## src/rtl/serial_adder.sv

```systemverilog
// serial_adder: bit-serial adder built from one full-adder cell and a carry
// register, one bit per clock, LSB first. The sum for a WIDTH-bit operand
// appears WIDTH cycles after acceptance, together with a one-cycle done pulse.
// Optional feature: define SERIAL_ADDER_SUB_EN to add the 'sub' port, which
// selects a - b (computed as a + ~b + 1; cout=1 means no borrow).
module serial_adder #(
   parameter int WIDTH = 8
) (
   input  logic             clk,
   input  logic             rst_n,
   input  logic             start,
   input  logic [WIDTH-1:0] a,
   input  logic [WIDTH-1:0] b,
   input  logic             cin,
`ifdef SERIAL_ADDER_SUB_EN
   input  logic             sub,
`endif
   output logic             busy,
   output logic             done,
   output logic [WIDTH-1:0] sum,
   output logic             cout
);

   localparam int CW = (WIDTH > 1) ? $clog2(WIDTH) : 1;

   typedef enum logic [1:0] {
      IDLE = 2'd0,
      RUN  = 2'd1,
      DONE = 2'd2
   } state_t;

   state_t           state_q, state_d;
   logic [WIDTH-1:0] a_q, a_d;
   logic [WIDTH-1:0] b_q, b_d;
   logic [WIDTH-1:0] res_q, res_d;
   logic [WIDTH-1:0] sum_q, sum_d;
   logic             carry_q, carry_d;
   logic             cout_q, cout_d;
   logic [CW-1:0]    cnt_q, cnt_d;

   logic             accept;
   logic             last_bit;
   logic             fa_s, fa_c;
   logic [WIDTH-1:0] b_in;
   logic             c_in;

   // Operand conditioning at acceptance: subtraction folds into the add path.
   always_comb begin
`ifdef SERIAL_ADDER_SUB_EN
      if (sub) begin
         b_in = ~b;
         c_in = 1'b1;
      end else begin
         b_in = b;
         c_in = cin;
      end
`else
      b_in = b;
      c_in = cin;
`endif
   end

   // Single full-adder cell working on the LSBs of the shifting operands.
   always_comb begin
      fa_s     = a_q[0] ^ b_q[0] ^ carry_q;
      fa_c     = (a_q[0] & b_q[0]) | (a_q[0] & carry_q) | (b_q[0] & carry_q);
      accept   = start && (state_q != RUN);
      last_bit = (cnt_q == CW'(WIDTH - 1));
   end

   // State register.
   always_ff @(posedge clk or negedge rst_n) begin
      if (!rst_n) state_q <= IDLE;
      else        state_q <= state_d;
   end

   // Next-state logic: start is honoured in IDLE and DONE, ignored in RUN.
   always_comb begin
      state_d = state_q;
      case (state_q)
         IDLE:    if (start) state_d = RUN;
         RUN:     if (last_bit) state_d = DONE;
         DONE:    state_d = start ? RUN : IDLE;
         default: state_d = IDLE;
      endcase
   end

   // Output logic: status decoded straight from state, results from registers.
   always_comb begin
      busy = (state_q == RUN);
      done = (state_q == DONE);
      sum  = sum_q;
      cout = cout_q;
   end

   // Datapath next values: latch on accept, shift one bit per RUN cycle,
   // publish the result only on the edge that processes the final bit.
   always_comb begin
      a_d     = a_q;
      b_d     = b_q;
      res_d   = res_q;
      carry_d = carry_q;
      cnt_d   = cnt_q;
      sum_d   = sum_q;
      cout_d  = cout_q;
      if (accept) begin
         a_d     = a;
         b_d     = b_in;
         carry_d = c_in;
         cnt_d   = '0;
      end else if (state_q == RUN) begin
         a_d     = a_q >> 1;
         b_d     = b_q >> 1;
         carry_d = fa_c;
         cnt_d   = cnt_q + CW'(1);
         res_d   = {fa_s, res_q[WIDTH-1:1]};
         if (last_bit) begin
            sum_d  = {fa_s, res_q[WIDTH-1:1]};
            cout_d = fa_c;
         end
      end
   end

   // Datapath registers.
   always_ff @(posedge clk or negedge rst_n) begin
      if (!rst_n) begin
         a_q     <= '0;
         b_q     <= '0;
         res_q   <= '0;
         sum_q   <= '0;
         carry_q <= 1'b0;
         cout_q  <= 1'b0;
         cnt_q   <= '0;
      end else begin
         a_q     <= a_d;
         b_q     <= b_d;
         res_q   <= res_d;
         sum_q   <= sum_d;
         carry_q <= carry_d;
         cout_q  <= cout_d;
         cnt_q   <= cnt_d;
      end
   end

endmodule

```

## config.mk

```make
export PLATFORM = sky130hd
export DESIGN_NAME = serial_adder
export DESIGN_NICKNAME = d
export VERILOG_FILES = /design/src/rtl/serial_adder.sv
export SDC_FILE = /design/constraint.sdc
export NUM_CORES = 1
export LEC_CHECK = 0
export BUFFER_PORTS_ARGS = -buffer_cell sky130_fd_sc_hd__buf_2
export CORE_AREA = 2 2 71 73
export CTS_CLUSTER_DIAMETER = 60
export DETAILED_ROUTE_END_ITERATION = 16
export DIE_AREA = 0 0 73 75
export PLACE_DENSITY = 0.66
export SETUP_SLACK_MARGIN = 0.05
export SLEW_MARGIN = 30
export SYNTH_ARGS = -nofsm -noshare
export SYNTH_HDL_FRONTEND = slang
export SYNTH_SLANG_ARGS = --single-unit
```

## constraint.sdc

```tcl
create_clock -name clk -period 2.3 [get_ports clk]
set_clock_uncertainty 0.1 [all_clocks]
set_input_delay 0.46 -clock clk [delete_from_list [all_inputs] [get_ports clk]]
set_output_delay 0.46 -clock clk [all_outputs]
set_load 0.02 [all_outputs]
```

==> impl_metrics.env, run 1 <==
export IMPL_drive_above_1_share=0.611
export IMPL_syn_area_per_cell_sq_um=16.5
export IMPL_cts_resized=0
export IMPL_syn_area_sq_um=1820
export IMPL_seq_area_frac_synth=0.523
export IMPL_final_cells=198
export IMPL_syn_nets=133
export IMPL_die_height_um=75
export IMPL_ant_nets=0
export IMPL_via_count=960
export IMPL_synth_seq_cells=38
export IMPL_rsz0062_at_grt="false"
export IMPL_netlist_instances=110
export IMPL_drv_cap=0
export IMPL_rows=25
export IMPL_relSlewSlack=0.446
export IMPL_synth_distinct_cells=14
export IMPL_worst_setup_path_start_kind="flop"
export IMPL_insertion_delay_ns=0.28
export IMPL_pwr_share_comb=0.415
export IMPL_worst_slew_pin_slew_ns=0.830
export IMPL_critPathRequiredTime_ns=2.37
export IMPL_power_leakage_nw=1.08
export IMPL_yosysWarnings=0
export IMPL_crit_fanout=10
export IMPL_pwr_share_clk=0.189
export IMPL_place_area_sq_um=2000
export IMPL_die_area_sq_um=5480
export IMPL_slew_viol_final=0
export IMPL_grt_max_degree=39
export IMPL_core_sq_um=4660
export IMPL_final_hold_viol_count=0
export IMPL_holdBufCountCts=0
export IMPL_gp_congestion=0.677
export IMPL_die_w_um=73
export IMPL_max_freq_mhz=557
export IMPL_p_int_mw=2.07
export IMPL_min_period_ns=1.80
export IMPL_grt_pass1_wl_um=5010
export IMPL_grt_overflow=0
export IMPL_num_antenna_cells=0
export IMPL_cp_data_arrival_time_ns=1.86
export IMPL_ir_worst_vdd_v=0.000692
export IMPL_grt_usage=0.123
export IMPL_place_hpwl_um=2170
export IMPL_grt_pass1_vias=1008
export IMPL_setup_violations=0
export IMPL_p_sw_frac=0.303
export IMPL_nNetsFinal=167
export IMPL_drc=0
export IMPL_rr_startpoint="cnt_q[0]"
export IMPL_fillers=420
export IMPL_drt_iter0_drc=41
export IMPL_worst_r2r_setup_slack_ns=0.50
export IMPL_cts_root_buf="clkbuf_8"
export IMPL_synth_area_leaders="dfrtp_1 (52%), mux2_4 (28%), mux2_2 (8.7%)"
export IMPL_status="completed"
export IMPL_fin_crit_sh=0.781
export IMPL_power_density_nw_per_um2=1410
export IMPL_wl_um=3120
export IMPL_ios=31
export IMPL_cts_inserted_buffers=5
export IMPL_p_seq_frac=0.396
export IMPL_ff2ff_path_depth=4
export IMPL_clk_pin_slew_ns=0.07
export IMPL_cts_tree="done"
export IMPL_antenna_found_initial=0
export IMPL_post_synth_top_area_cell="dfrtp_1"
export IMPL_finalSetupTns_ns=0
export IMPL_critical_path_class="reg2reg"
export IMPL_fin_area_sq_um=2110
export IMPL_htreeDepth=2
export IMPL_hold_path_class="in2async"
export IMPL_initial_utilization=0.390
export IMPL_routedWlPerCell_um=15.8
export IMPL_cts_sinks=38
export IMPL_portBuffers=30
export IMPL_clk_path_buf_depth=2
export IMPL_yosysTopAreaCellShare=0.523
export IMPL_cts_setup_buffers=0
export IMPL_r2r_end="sum[6]"
export IMPL_crit_path_end_kind="flop"
export IMPL_syn_to_final_growth_pct=16.0
export IMPL_drt_vias_per_instance=4.85
export IMPL_firstDrtPassIters=4
export IMPL_dp_cells=191
export IMPL_p_switching_mw=0.899
==> metrics by stage <==
step | worst slack [ns] | hold WS, ns | power [mW] | util
final | 0.503 | 0.174 | 2.97 | 0.453
after global routing | 0.438 | 0.238 | 3.15 | 0.453
after CTS | 0.478 | 0.202 | 3.02 | 0.453
after detailed placement | 0.487 | 0.382 | 2.44 | 0.429
after global placement | 0.560 | 0.366 | 2.36 | 0.429
after floorplan | 0.725 | 0.0644 | 2.16 | -
==> cells in the final DEF, fill, tap and decap left out, types with 2 or more instances in the layout <==
cell / synthesis / routed
nor2b_1: 3 / 3
ha_1: 2 / 2
nor2_1: 2 / 2
buf_4: 0 / 3
clkbuf_8: 0 / 6
mux2i_1: 3 / 3
dfrtp_1: 38 / 38
nand2b_1: 2 / 2
mux2_4: 34 / 34
mux2_2: 14 / 14
buf_2: 1 / 30
inv_1: 3 / 3
==> critical path, stage by stage, from the launching register on <==
cell and delay, ns:
dfrtp_1 0.40, ha_1 0.21, ha_1 0.19, nand3b_1 0.38, mux2_2 0.40
==> flip-flops by register name, indices dropped and copies added, names as in the netlist <==
| register | cells |
|---|---|
| a_q | 8 |
| b_q | 8 |
| sum | 8 |
| res_q | 7 |
| cnt_q | 3 |
| state_q | 2 |
| carry_q | 1 |
| cout | 1 |
==> how the worst max path moves through the flow <==
| stage | start | endpoint | slack (ns) | depth (start not counted) |
|---|---|---|---|---|
| CTS | cnt_q[0] | sum[6] | 0.48 | 4 |
| finish | cnt_q[0] | sum[6] | 0.50 | 4 |
| global placement | cnt_q[0] | sum[6] | 0.56 | 4 |
| floorplan | cnt_q[0] | cout | 0.73 | 5 |
| detailed placement | cnt_q[0] | sum[6] | 0.49 | 4 |
| global route | cnt_q[0] | sum[6] | 0.44 | 4 |
==> area by class of cell <==
type,instances,area (sq um),area share
repair buffers,33,173,0.0818
clock buffers,6,82.6,0.0391
multi-input cells,63,796,0.377
clock inverters,1,30.0,0.0142
well taps,54,67.6,0.0320
inverters,3,11.3,0.00533
flip-flops and latches,38,951,0.451
==> synth_stat cells, drive strengths merged <==
cell type	number
buf	6
nor2b	3
mux2i	3
dfrtp	38
fa	1
mux2	48
nand3b	1
nand2b	2
inv	3
nor2	2
ha	2
o22ai	1
==> metal layers <==
metal / GRT usage / wire [um] / up-vias
li1: - / - / 445
met3: 0.0361 / 131 / 4
met1: 0.163 / 1410 / 489
met2: 0.191 / 1550 / 22
met4: 0.0494 / 27 / 0
met5: 0 / 0 / -
==> cells by family (layout without fill, tap and decap cells) <==
| family | after synthesis | in the layout | synth area share |
|---|---|---|---|
| mux | 51 | 51 | 0.384 |
| simple gates | 8 | 8 | 0.0255 |
| compound gates | 1 | 1 | 0.00344 |
| buf+inv | 9 | 43 | 0.0399 |
| fa+ha+maj | 3 | 3 | 0.0248 |
| flops | 38 | 38 | 0.523 |
==> power by group through the flow <==
stage / Clock [mW] / Combinational (mW) / Sequential [mW]
after detailed placement: 0 / 1.25 / 1.19
after floorplan: 0 / 0.943 / 1.22
final: 0.562 / 1.23 / 1.18
after global placement: 0 / 1.20 / 1.17
after CTS: 0.579 / 1.26 / 1.18
after global routing: 0.613 / 1.32 / 1.22
(Power assumes the default switching activity.)
==> run 2, diff against run 1 <==
PLACE_DENSITY = 0.68   (was 0.66)
clock period = 1.6 ns   (was 2.3 ns; I/O delays follow)
==> run 2 against run 1 <==
Sequential power increased by 45%. The run now ends with negative setup slack left. Fmax up 9.1%. Via count is 5.7% higher. Utilization rose by 4.0 points. Total power is 53% higher. Die area unchanged. Critical endpoint unchanged. Flip-flop and latch count unchanged. First-iteration DRC count increased by 7.3%. Wire length increased by 6.2%. Critical path depth is 2 higher. Count of clock-buffer cells in the layout stayed put. Combinational power is 66% higher.
==> impl_metrics.env, run 2 (synthesis gave the netlist of run 1 again) <==
export IMPL_cp_depth=6
export IMPL_cp_top_family="flip-flops"
export IMPL_worst_setup_path_start_kind="flop"
export IMPL_final_common_cell="mux2_4"
export IMPL_cp_startpoint="cnt_q[1]"
export IMPL_cp_num_buf_inv=2
export IMPL_grtUsageMet1=0.175
export IMPL_rr_startpoint="cnt_q[1]"
export IMPL_htreeDepth=2
export IMPL_syn_to_final_growth_pct=26.3
export IMPL_num_antenna_cells=0
export IMPL_grt_most_used_layer="met2"
export IMPL_p_seq_frac=0.376
export IMPL_grt_pass1_vias=1086
export IMPL_rows=25
export IMPL_worst_r2r_setup_slack_ns=-0.05
export IMPL_ff2ff_path_depth=6
export IMPL_drc=0
export IMPL_use_met2=0.206
export IMPL_grt_overflow=0
export IMPL_cts_root_buf="clkbuf_8"
export IMPL_critical_path_class="reg2reg"
export IMPL_firstDrtPassIters=3
export IMPL_postLayoutCoreUtil=0.493
export IMPL_cts_inserted_buffers=5
export IMPL_crit_path_end_kind="flop"
export IMPL_pwr_share_comb=0.447
export IMPL_worst_slew_pin_slew_ns=0.244
export IMPL_nNetsFinal=180
export IMPL_clk_path_buf_depth=2
export IMPL_rsz0062_at_grt="true"
export IMPL_hold_path_class="in2reg"
export IMPL_power_leakage_nw=1.19
export IMPL_critPathRequiredTime_ns=1.66
export IMPL_gr_usage_met3=0.0375
export IMPL_ir_worst_vdd_v=0.000913
export IMPL_max_freq_mhz=607
export IMPL_p_sw_frac=0.298
export IMPL_drive_above_1_share=0.662
export IMPL_place_worst_setup_slack_ns=-0.0169
export IMPL_die_height_um=75
export IMPL_cp_data_arrival_time_ns=1.71
export IMPL_min_period_ns=1.65
export IMPL_initial_utilization=0.390
export IMPL_grt_pass1_wl_um=5340
export IMPL_portBuffers=30
export IMPL_violations="negative setup slack"
export IMPL_ios=31
export IMPL_cts_tree="done"
export IMPL_clk_pin_slew_ns=0.07
export IMPL_grt_max_degree=20
export IMPL_insertion_delay_ns=0.28
export IMPL_setup_ws_ns=-0.0473
export IMPL_p_int_mw=3.20
export IMPL_final_hold_viol_count=0
export IMPL_slowest_delay_ns=0.40
export IMPL_place_hpwl_um=2370
export IMPL_drt_iter0_drc=44
export IMPL_endpoint="sum[6]"
export IMPL_finalSetupTns_ns=-0.221
export IMPL_setup_violations=5
export IMPL_cp_cell_sequence="ha_2 > ha_4 > nand3b_1 > buf_4 > buf_12 > mux2_4"
export IMPL_routedWlPerCell_um=15.7
export IMPL_crit_fanout=5
export IMPL_status="finished, violations left"
export IMPL_cts_sinks=38
export IMPL_grt_usage=0.132
export IMPL_drv_cap=0
export IMPL_core_sq_um=4660
export IMPL_slowest_stage="dfrtp_1"
export IMPL_p_switching_mw=1.36
export IMPL_fin_crit_sh=1.03
export IMPL_relSlewSlack=0.837
export IMPL_final_cell_mix="mux2_4 (43), dfrtp_1 (38), buf_2 (29)"
export IMPL_via_count=1015
export IMPL_die_area_sq_um=5480
export IMPL_power_density_nw_per_um2=1980
export IMPL_ant_nets=0
export IMPL_drt_vias_per_instance=4.81
export IMPL_gp_congestion=0.754
export IMPL_antenna_found_initial=0
export IMPL_slew_viol_final=0
export IMPL_wl_um=3310
export IMPL_r2r_end="sum[6]"
export IMPL_pwr_share_clk=0.177
export IMPL_die_w_um=73
-- run 2: metrics by stage --
stage	area [sq um]	power [mW]	cells	hold slack [ns]
after floorplan	1820	3.11	110	-0.0756
after global placement	2070	3.47	197	0.0961
after detailed placement	2070	3.56	197	0.101
after CTS	2280	4.57	209	0.183
after global routing	2300	4.84	211	0.192
final	2300	4.56	211	0.190
-- run 2: worst min path at each step --
stage / from / end / cells after the start
after CTS: a[7] / a_q[7] / 3
after detailed placement: rst_n / a_q[2] / 1
after global routing: a[7] / a_q[7] / 3
after global placement: rst_n / a_q[2] / 1
after floorplan: rst_n / a_q[0] / 0
final: a[7] / a_q[7] / 3
-- run 2: routing by layer --
layer / part of all wire / wire [um] / vias up
met5: 0 / 0 / -
met4: 0.010 / 33 / 0
met3: 0.034 / 112 / 2
met2: 0.52 / 1720 / 19
met1: 0.44 / 1450 / 522
li1: - / - / 472
-- run 2: repair_timing --
item                                    CTS  global route
gates resized for setup                  13             5
endpoints found under the hold margin     9             0
buffers inserted                          3             3
hold buffers                              1             0
endpoints found under the setup margin   10             9
pin swaps                                 0             2
cloned                                    1             0
-- run 2: power groups by stage --
stage	Clock, mW	Sequential (mW)	Combinational (mW)
2_1_floorplan	0	1.76	1.36
3_3_place_gp	0	1.68	1.79
3_5_place_dp	0	1.71	1.85
4_1_cts	0.831	1.72	2.02
5_1_grt	0.880	1.77	2.18
6_report	0.808	1.71	2.04
-- run 2: final cells by class --
type	count	area [sq um]
sequential	38	951
clock buffer	6	82.6
timing repair buffer	46	304
clock inverter	1	30.0
multi-input combinational	63	852
inverter	3	11.3
fill	417	2360
tap	54	67.6
-- run 2: worst min-delay path, cell delays in order --
cell and delay, ns:
buf_2 0.08, mux2i_1 0.05, nor2_1 0.08
==> run 3, diff against run 2 <==
CORE_AREA = 2 2 62 64   (was 2 2 71 73)
DIE_AREA = 0 0 64 66   (was 0 0 73 75)
PLACE_DENSITY = 0.81   (was 0.68)
clock period = 1.71 ns   (was 1.6 ns; I/O delays follow)
==> run 3 against run 2 <==
The run now ends clean. Sequential share of layout area grew 3.6 points. Register-to-register slack gained 0.16 ns. Total power shrank 18%. Fmax grew 3.3%. Cell count shrank 6.6%. Global-route usage grew 4.0 points. Worst hold slack lost 0.046 ns. Worst setup slack gained 0.16 ns. Wire length shrank 7.1%. Count of clock-buffer cells in the layout grew 1. Critical path type unchanged. Largest cell class unchanged.
==> impl_metrics.env, run 3 (synthesis gave the netlist of run 1 again) <==
export IMPL_min_period_ns=1.59
export IMPL_routedWlPerCell_um=15.6
export IMPL_grt_overflow=0
export IMPL_clk_pin_slew_ns=0.10
export IMPL_final_cell_mix="dfrtp_1 (38), mux2_4 (34), buf_2 (29)"
export IMPL_hold_path_class="in2reg"
export IMPL_num_antenna_cells=0
export IMPL_status="completed"
export IMPL_htreeDepth=2
export IMPL_critPathRequiredTime_ns=1.85
export IMPL_via_count=969
export IMPL_die_w_um=64
export IMPL_rows=22
export IMPL_fillers=277
export IMPL_grt_usage=0.172
export IMPL_postLayoutCoreUtil=0.595
export IMPL_clk_path_buf_depth=2
export IMPL_cp_data_arrival_time_ns=1.73
export IMPL_drc=0
export IMPL_fin_crit_sh=0.932
export IMPL_cts_tree="done"
export IMPL_nNetsFinal=172
export IMPL_grt_max_degree=22
export IMPL_grt_pass1_wl_um=5290
export IMPL_regArea_sq_um=951
export IMPL_critical_path_class="reg2reg"
export IMPL_core_sq_um=3550
export IMPL_power_leakage_nw=1.08
export IMPL_rsz0062_at_grt="true"
export IMPL_worst_slew_pin_slew_ns=0.446
export IMPL_drt_vias_per_instance=4.92
export IMPL_crit_fanout=10
export IMPL_drt_iter0_drc=30
export IMPL_die_area_sq_um=4220
export IMPL_max_freq_mhz=627
export IMPL_multi_input_area_sq_um=803
export IMPL_finalSetupTns_ns=0
export IMPL_syn_to_final_growth_pct=16.2
export IMPL_cts_root_buf="clkbuf_4"
export IMPL_wl_um=3080
export IMPL_setup_violations=0
export IMPL_cts_sinks=38
export IMPL_drv_cap=0
export IMPL_firstDrtPassIters=2
export IMPL_initial_utilization=0.512
export IMPL_slew_viol_final=0
export IMPL_final_common_cell="dfrtp_1"
export IMPL_ant_nets=0
export IMPL_drive_above_1_share=0.617
export IMPL_portBuffers=30
export IMPL_worst_setup_path_start_kind="flop"
export IMPL_grt_pass1_vias=1087
export IMPL_final_hold_viol_count=0
export IMPL_relSlewSlack=0.702
export IMPL_cts_inserted_buffers=5
export IMPL_gp_congestion=0.669
export IMPL_insertion_delay_ns=0.34
export IMPL_power_density_nw_per_um2=1770
export IMPL_ir_worst_vdd_v=0.000669
export IMPL_ios=31
export IMPL_die_height_um=66
export IMPL_antenna_found_initial=0
export IMPL_place_hpwl_um=2220
export IMPL_crit_path_end_kind="flop"
[run 3: final timing paths]
check                      depth (start not counted)  slack, ns        to      from
setup / recovery                                   5       0.12    sum[6]  cnt_q[0]
hold / removal                                     3       0.14    a_q[7]      a[7]
setup reg to reg                                   5       0.12    sum[6]  cnt_q[0]
hold reg to reg                                    1       0.39  cnt_q[0]  cnt_q[0]
max in group asynchronous                          3       0.69    sum[1]     rst_n
min in group asynchronous                          2       0.37    a_q[4]     rst_n
[run 3: timing repair]
| item | in CTS | in global routing |
|---|---|---|
| setup buffers | 1 | 0 |
| setup endpoints to repair | 1 | 10 |
| hold endpoints to repair | 18 | 0 |
| gates resized for setup | 1 | 4 |
| pin swaps | 0 | 0 |
| hold buffers | 1 | 0 |
[run 3: critical path: stages (launching register included)]
cell      delay [ns]
dfrtp_1         0.41
ha_1            0.20
ha_1            0.19
nand3b_1        0.10
buf_6           0.15
mux2_2          0.34
[run 3: layer usage]
| layer | wire, um | up-vias | global-route usage |
|---|---|---|---|
| met3 | 124 | 6 | 0.0596 |
| met5 | 0 | - | 0 |
| met2 | 1570 | 16 | 0.276 |
| met4 | 59 | 0 | 0.0842 |
| met1 | 1320 | 484 | 0.205 |
| li1 | - | 463 | - |
[run 3: final cells by class]
class,instances,area share
clock buffer,7,0.0213
timing repair buffer,38,0.115
inverter,3,0.00533
multi-input combinational,63,0.380
tap,48,0.0284
sequential,38,0.450
[run 3: metrics by stage]
step           total power, mW  setup slack [ns]  hold slack, ns  cells  cell area [sq um]
6_report                  3.75             0.115           0.144    197               2110
5_1_grt                   4.00            0.0470           0.162    197               2110
4_1_cts                   3.77            0.0601           0.138    197               2100
3_5_place_dp              3.31             0.104           0.210    188               2040
3_3_place_gp              3.20             0.142           0.201    188               2040
2_1_floorplan             2.91             0.135         -0.0536    110               1820
[run 3: power by group]
group,internal (mW),switching (mW),leakage [nW]
combinational,1.07,0.678,0.586
sequential,1.32,0.264,0.472
clock,0.155,0.269,0.0254
